<file path="src/rtl/stream_demux2_if.sv">
// Handshake bundle for stream_demux2: one valid/ready input stream, two output channels, stats counts.
// The DUT attaches through the slave modport; the upstream/consumer side uses master.
interface stream_demux2_if #(
  parameter int unsigned WIDTH = 8
) ();
  localparam int unsigned CNT_W = 16;

  logic             in_valid;
  logic             in_ready;
  logic [WIDTH-1:0] in_data;
  logic             sel;

  logic             a_valid;
  logic             a_ready;
  logic [WIDTH-1:0] a_data;

  logic             b_valid;
  logic             b_ready;
  logic [WIDTH-1:0] b_data;

  logic [CNT_W-1:0] a_count;
  logic [CNT_W-1:0] b_count;

  modport master (
    output in_valid, in_data, sel, a_ready, b_ready,
    input  in_ready, a_valid, a_data, b_valid, b_data, a_count, b_count
  );

  modport slave (
    input  in_valid, in_data, sel, a_ready, b_ready,
    output in_ready, a_valid, a_data, b_valid, b_data, a_count, b_count
  );
endinterface

</file>
<file path="src/rtl/stream_demux2.sv">
// Registered 1-to-2 stream demultiplexer: sel=1 steers a word into channel A, sel=0 into channel B.
// Optional per-channel accept counters are compiled in with `DEMUX_STATS_EN; otherwise counts read 0.
module stream_demux2 #(
  parameter int unsigned WIDTH = 8
) (
  input  logic            clk,
  input  logic            rst,
  stream_demux2_if.slave  bus
);
  localparam int unsigned CNT_W = 16;

  typedef enum logic {
    ST_EMPTY = 1'b0,
    ST_FULL  = 1'b1
  } chan_state_e;

  chan_state_e      r_a_state;
  chan_state_e      w_a_state_nxt;
  chan_state_e      r_b_state;
  chan_state_e      w_b_state_nxt;
  logic [WIDTH-1:0] r_a_data;
  logic [WIDTH-1:0] w_a_data_nxt;
  logic [WIDTH-1:0] r_b_data;
  logic [WIDTH-1:0] w_b_data_nxt;

  logic w_a_free;
  logic w_b_free;
  logic w_in_ready;
  logic w_xfer;
  logic w_load_a;
  logic w_load_b;

  // A channel can take a word if it is empty or is being drained this cycle.
  always_comb begin
    w_a_free   = (r_a_state == ST_EMPTY) || bus.a_ready;
    w_b_free   = (r_b_state == ST_EMPTY) || bus.b_ready;
    w_in_ready = bus.sel ? w_a_free : w_b_free;
    w_xfer     = bus.in_valid && w_in_ready;
    w_load_a   = w_xfer && bus.sel;
    w_load_b   = w_xfer && !bus.sel;
  end

  always_comb begin
    w_a_state_nxt = r_a_state;
    w_a_data_nxt  = r_a_data;
    case (r_a_state)
      ST_EMPTY: begin
        if (w_load_a) begin
          w_a_state_nxt = ST_FULL;
          w_a_data_nxt  = bus.in_data;
        end
      end
      ST_FULL: begin
        if (w_load_a) begin
          w_a_state_nxt = ST_FULL;
          w_a_data_nxt  = bus.in_data;
        end else if (bus.a_ready) begin
          w_a_state_nxt = ST_EMPTY;
        end
      end
    endcase
  end

  always_comb begin
    w_b_state_nxt = r_b_state;
    w_b_data_nxt  = r_b_data;
    case (r_b_state)
      ST_EMPTY: begin
        if (w_load_b) begin
          w_b_state_nxt = ST_FULL;
          w_b_data_nxt  = bus.in_data;
        end
      end
      ST_FULL: begin
        if (w_load_b) begin
          w_b_state_nxt = ST_FULL;
          w_b_data_nxt  = bus.in_data;
        end else if (bus.b_ready) begin
          w_b_state_nxt = ST_EMPTY;
        end
      end
    endcase
  end

  // Reset drops held words and any word offered in the same cycle.
  always_ff @(posedge clk) begin
    if (rst) begin
      r_a_state <= ST_EMPTY;
      r_b_state <= ST_EMPTY;
      r_a_data  <= '0;
      r_b_data  <= '0;
    end else begin
      r_a_state <= w_a_state_nxt;
      r_b_state <= w_b_state_nxt;
      r_a_data  <= w_a_data_nxt;
      r_b_data  <= w_b_data_nxt;
    end
  end

`ifdef DEMUX_STATS_EN
  logic [CNT_W-1:0] r_a_count;
  logic [CNT_W-1:0] r_b_count;

  // Free-running accept counters; natural 16-bit wrap.
  always_ff @(posedge clk) begin
    if (rst) begin
      r_a_count <= '0;
      r_b_count <= '0;
    end else begin
      if (w_load_a) r_a_count <= r_a_count + CNT_W'(1);
      if (w_load_b) r_b_count <= r_b_count + CNT_W'(1);
    end
  end

  assign bus.a_count = r_a_count;
  assign bus.b_count = r_b_count;
`else
  assign bus.a_count = CNT_W'(0);
  assign bus.b_count = CNT_W'(0);
`endif

  assign bus.in_ready = w_in_ready;
  assign bus.a_valid  = (r_a_state == ST_FULL);
  assign bus.a_data   = r_a_data;
  assign bus.b_valid  = (r_b_state == ST_FULL);
  assign bus.b_data   = r_b_data;
endmodule

</file>
<file path="src/flat_wrapper.sv">
// flat-port wrapper written by rule: the top's interface ports become plain ports
module stream_demux2_flat 
#(
  parameter int unsigned WIDTH = 8
)
  (clk, rst, bus_in_valid, bus_in_data, bus_sel, bus_a_ready, bus_b_ready, bus_in_ready, bus_a_valid, bus_a_data, bus_b_valid, bus_b_data, bus_a_count, bus_b_count);
  stream_demux2_if #(.WIDTH(WIDTH)) bus_i ();
  input  logic clk;
  input  logic rst;
  input wire logic [$bits(bus_i.in_valid)-1:0] bus_in_valid;
  input wire logic [$bits(bus_i.in_data)-1:0] bus_in_data;
  input wire logic [$bits(bus_i.sel)-1:0] bus_sel;
  input wire logic [$bits(bus_i.a_ready)-1:0] bus_a_ready;
  input wire logic [$bits(bus_i.b_ready)-1:0] bus_b_ready;
  output wire logic [$bits(bus_i.in_ready)-1:0] bus_in_ready;
  output wire logic [$bits(bus_i.a_valid)-1:0] bus_a_valid;
  output wire logic [$bits(bus_i.a_data)-1:0] bus_a_data;
  output wire logic [$bits(bus_i.b_valid)-1:0] bus_b_valid;
  output wire logic [$bits(bus_i.b_data)-1:0] bus_b_data;
  output wire logic [$bits(bus_i.a_count)-1:0] bus_a_count;
  output wire logic [$bits(bus_i.b_count)-1:0] bus_b_count;
  assign bus_i.in_valid = bus_in_valid;
  assign bus_i.in_data = bus_in_data;
  assign bus_i.sel = bus_sel;
  assign bus_i.a_ready = bus_a_ready;
  assign bus_i.b_ready = bus_b_ready;
  assign bus_in_ready = bus_i.in_ready;
  assign bus_a_valid = bus_i.a_valid;
  assign bus_a_data = bus_i.a_data;
  assign bus_b_valid = bus_i.b_valid;
  assign bus_b_data = bus_i.b_data;
  assign bus_a_count = bus_i.a_count;
  assign bus_b_count = bus_i.b_count;
  stream_demux2 #(.WIDTH(WIDTH)) u_core (.clk(clk), .rst(rst), .bus(bus_i));
endmodule
</file>
<file path="config.mk">
export PLATFORM = sky130hd
export DESIGN_NAME = stream_demux2_flat
export DESIGN_NICKNAME = d
export VERILOG_FILES = /design/src/rtl/stream_demux2_if.sv /design/src/rtl/stream_demux2.sv /design/src/flat_wrapper.sv
export SDC_FILE = /design/constraint.sdc
export NUM_CORES = 1
export LEC_CHECK = 0
export BUFFER_PORTS_ARGS = -buffer_cell sky130_fd_sc_hd__buf_4
export CAP_MARGIN = 10
export CORE_UTILIZATION = 37
export CTS_CLUSTER_DIAMETER = 30
export CTS_CLUSTER_SIZE = 25
export DETAILED_ROUTE_END_ITERATION = 10
export GPL_TIMING_DRIVEN = 0
export MAX_ROUTING_LAYER = met4
export PLACE_DENSITY = 0.82
export SYNTH_ARGS = -nofsm -noshare
export SYNTH_HDL_FRONTEND = slang
export SYNTH_SLANG_ARGS = --single-unit
</file>
<file path="constraint.sdc">
create_clock -name clk -period 0.9 [get_ports clk]
set_input_delay 0.09 -clock clk [delete_from_list [all_inputs] [get_ports clk]]
set_output_delay 0.09 -clock clk [all_outputs]
set_load 0.05 [all_outputs]
</file>
Word-level counts from Yosys, hierarchy flattened
Cells that the tools add are included.
Cells by class
  bitwise logic cells: 2
  reductions and logical operators: 6
  mux-type cells: 11
Operator list (count)
  $mux W8: 2
  $mux W1: 7
  $pmux W1 S2: 2
  $logic_and A1 B1 Y1: 3
  $logic_or A1 B1 Y1: 2
  $not A1 Y1: 2
  $logic_not A1 Y1: 1
Word-level totals
  register bits: 18
  word-level logic and storage cells: 23

Depth between registers and ports, before layout
  depth after elaboration: 7
  depth in mapped cells: 4
  mapped depth without buffers: 3

Worst setup path after synthesis
Ideal clock, no wire load.
  path kind: register to register
  start: reg u_core.r_b_state, in the netlist u_core.bus.b_valid
  end: reg u_core.r_b_data[0], in the netlist u_core.bus.b_data[0]
  path buffers: 1
  cell stages (with the launch flop): 5
  slack: -0.391 ns
  period minus slack after synthesis: 1.291 ns
  arrival time: 1.172 ns
  path through: dfxtp_1 nand2b_4 and3b_1 buf_6 mux2i_1
Between the ends
  cells in the longest elaborated chain, start to end: 5
Ends and longest elaborated chain
  start, declared: line stream_demux2.sv:19  | chan_state_e r_b_state;
  start signal, assigned: line stream_demux2.sv:94  | r_b_state <= w_b_state_nxt;
  $not A1 Y1: line stream_demux2.sv:36, stream_demux2.sv:67
  $logic_or A1 B1 Y1: line stream_demux2.sv:36  | w_b_free = (r_b_state == ST_EMPTY) || bus.b_ready;
  $mux W1: line stream_demux2.sv:37  | w_in_ready = bus.sel ? w_a_free : w_b_free;
  $logic_and A1 B1 Y1: line stream_demux2.sv:38  | w_xfer = bus.in_valid && w_in_ready;
  $logic_and A1 B1 Y1: line stream_demux2.sv:40  | w_load_b = w_xfer && !bus.sel;
  end signal, assigned: line stream_demux2.sv:96  | r_b_data <= w_b_data_nxt;
  end, declared: line stream_demux2.sv:23  | logic [WIDTH-1:0] r_b_data;
Every way passes these cells.
A chain may end at the register's enable or synchronous reset.

Worst setup path in the final report
  start: reg u_core.r_b_state, in the netlist u_core.bus.b_valid
  end: out bus_in_ready
Between the ends
  cells in the longest elaborated chain, start to end: 3
Ends and longest elaborated chain
  $not A1 Y1: line stream_demux2.sv:36
  $logic_or A1 B1 Y1: line stream_demux2.sv:36
  $mux W1: line stream_demux2.sv:37
  end, declared: line flat_wrapper.sv:15  | output wire logic [$bits(bus_i.in_ready)-1:0] bus_in_ready;
Every way passes these cells.

==> out/results.ini <==
[clocking]
clk_path_buf_depth=2
clock_latency_ns=0.29
cts_buffers=3
cts_tree=built
clk_pin_slew_ns=0.11
cts_max_level=1
root_buffer=clkbuf_4
clock_sinks=18

[placement]
hpwl_um=1500
place.gp.congestion=0.654
io_buffers=32
dp_cells=196
placed_area_um2=1420

[power_and_ir_drop]
switching_share=0.387
p_comb_frac=0.415
p_switching_uw=865
power_density_nw_per_um2=1310
internal_power_uw=1370
p_leak_uw=0.000890
clock_power_share=0.190
vdd_drop_max_mv=1.04
finalPower_uw=2230
pwr-share-seq=0.395

[timing]
fmax_ghz=0.801
fin_crit_sh=1.39
drv_slew=0
fin_crit_ns=1.25
rsz0062_at_grt=true
finalClockSkew_ns=0.00665
hold_viol=0
setup_viol=20
setup_ws_ns=-0.348

[setup_path]
cp-end-kind=primary output
path_delay_family=flip-flops
cpMaxStageDelayCell=dfxtp_4
path_max_fanout=4
path_cells=nand2b_4 > mux2_4 > buf_8
arrival_ns=1.16
crit_required_ns=0.81
crit_buf_inv=1
path_class=reg -> out
slowest_delay_ns=0.37
start_kind=flop

[finish]
fin_area_um2=1700
diodes=0
utilization=0.675
drive_gt1_frac=0.562
fillers=206
stdcell_count=208
syn2layout_area_growth_pct=69.6
final_nets=193

[routing]
wl_met1_um=852
dr.max_layer_used=met4
route.detailed.drc=0
ant_nets=0
routed_wl_um=2190
drtPass1Iterations=3
num_vias=814
vias_per_cell=3.91
route.met3.wl_um=203
wl_met2_um=1130
wire_per_inst_um=10.5
first_iter_violations=1

[die]
die_height_um=54.1
num_rows=18
die_area_um2=2920
pin_count=65
core_area_um2=2520
die_x_um=54.1
start_util=0.398

[logic_synthesis]
synth_edf_count=0
synth_warnings=0
synthXorXnorAreaFrac=0
ys_ff_latch=18
ys.flop_type=dfxtp_1
synth_common_cells=buf_4 (33), nand2b_1 (25), dfxtp_1 (18), mux2i_1 (16)
yosys-top-cells-area=dfxtp_1 (36%), buf_4 (25%), mux2i_1 (16%)
synth.avg_cell_area_um2=9.74
synth_mux_area_frac=0.171
async_flop_share=0
synth_top_cell_by_area=dfxtp_1
syn_inst=103
yosys.area_share.simple=0.191
synth_top_family_by_area=buffers and inverters
synth_compound_area_frac=0.00998
yosysUniqueCellTypes=13
netlist_area_um2=1000
ys_seq_area_frac=0.359
synth_fa_ha_area_frac=0
post-synth-top-count-cell=buf_4
synth.top_cell.area_share=0.359

[global_routing]
grt_overflow=0
grt_max_degree=11
grt_pass1_wl_um=3140
grt_usage=0.162
grt_pass1_vias=738
antenna_found_initial=0

[hold_path]
min_path_type=in -> reg

[job]
max_cap_violations=0

[outcome]
outcome=complete, but fails checks
violations=negative setup slack

==> stage by stage <==
stage               hold WS, ns  setup TNS, ns  worst slack (ns)
floorplan                 0.265          -1.14            -0.120
global placement          0.372         -0.475           -0.0663
detailed placement        0.380         -0.594           -0.0866
CTS                      0.0590          -2.27            -0.360
global route             0.0698          -3.73            -0.390
finish                   0.0675          -2.33            -0.348
==> power by group through the flow <==
stage	logic (uW)	clock network (uW)	registers, uW
final	927	425	881
after global routing	971	471	887
after CTS	894	439	879
after detailed placement	813	0	880
after global placement	806	0	878
after floorplan	523	0	1020
==> cell type report <==
| cell class | count | area [um^2] | share of cell area |
|---|---|---|---|
| Buffer | 36 | 274 | 0.161 |
| Clock buffer | 4 | 26.3 | 0.0154 |
| Multi-Input combinational cell | 80 | 520 | 0.306 |
| Sequential cell | 18 | 388 | 0.228 |
| Tap cell | 30 | 37.5 | 0.0221 |
| Timing Repair Buffer | 40 | 455 | 0.268 |
==> placed cells by master (no fill, tap or decap) <==
cell type | netlist | layout
buf_4 | 33 | 50
conb_1 | 1 | 32
nand2b_1 | 25 | 24
buf_8 | 0 | 16
mux2i_1 | 16 | 16
dfxtp_2 | 0 | 16
buf_6 | 1 | 7
clkbuf_1 | 2 | 3
clkbuf_4 | 0 | 3
nand2b_4 | 1 | 2
dfxtp_4 | 0 | 2
mux2_4 | 0 | 1
nand3_4 | 0 | 1
a21oi_2 | 0 | 1
and3b_1 | 1 | 1
nand3b_1 | 1 | 1
a21oi_1 | 2 | 1
buf_16 | 0 | 1
==> worst reg2reg max path, stage by stage, from the launching register on <==
cell,delay (ns)
dfxtp_4,0.37
nand2b_4,0.07
and3b_1,0.17
buf_6,0.16
mux2i_1,0.22
==> cells by family after synthesis <==
group	after synthesis
buf+inv	36
compound gates	2
mux	17
other cells	1
flops	18
simple gates	29
==> metal layers <==
metal,up-vias,GRT usage
met1,348,0.168
met2,49,0.290
li1,415,-
met4,0,0.0641
met5,-,-
met3,2,0.0395
==> state kept, by name (all words and copies together), names as in the netlist <==
register / flops
u_core.bus.a_valid: 1
u_core.bus.b_data: 8
u_core.bus.b_valid: 1
u_core.bus.a_data: 8
==> worst paths after layout <==
path | start | end | slack, ns | cells past startpoint
max | u_core.bus.b_valid | bus_in_ready | -0.35 | 3
min | bus_in_data[1] | u_core.bus.a_data[1] | 0.07 | 3
max reg2reg | u_core.bus.b_valid | u_core.bus.b_data[2] | -0.16 | 4
min reg2reg | u_core.bus.b_data[5] | u_core.bus.b_data[5] | 0.48 | 2
==> timing repair <==
action	in CTS	in global routing
cloned	1	0
endpoints found under the setup margin	33	35
setup buffers	5	2
endpoints found under the hold margin	0	0
pin swaps	1	0
resized for setup	46	11
hold buffers	0	0
Note: power is estimated with default switching activity, not from simulation.
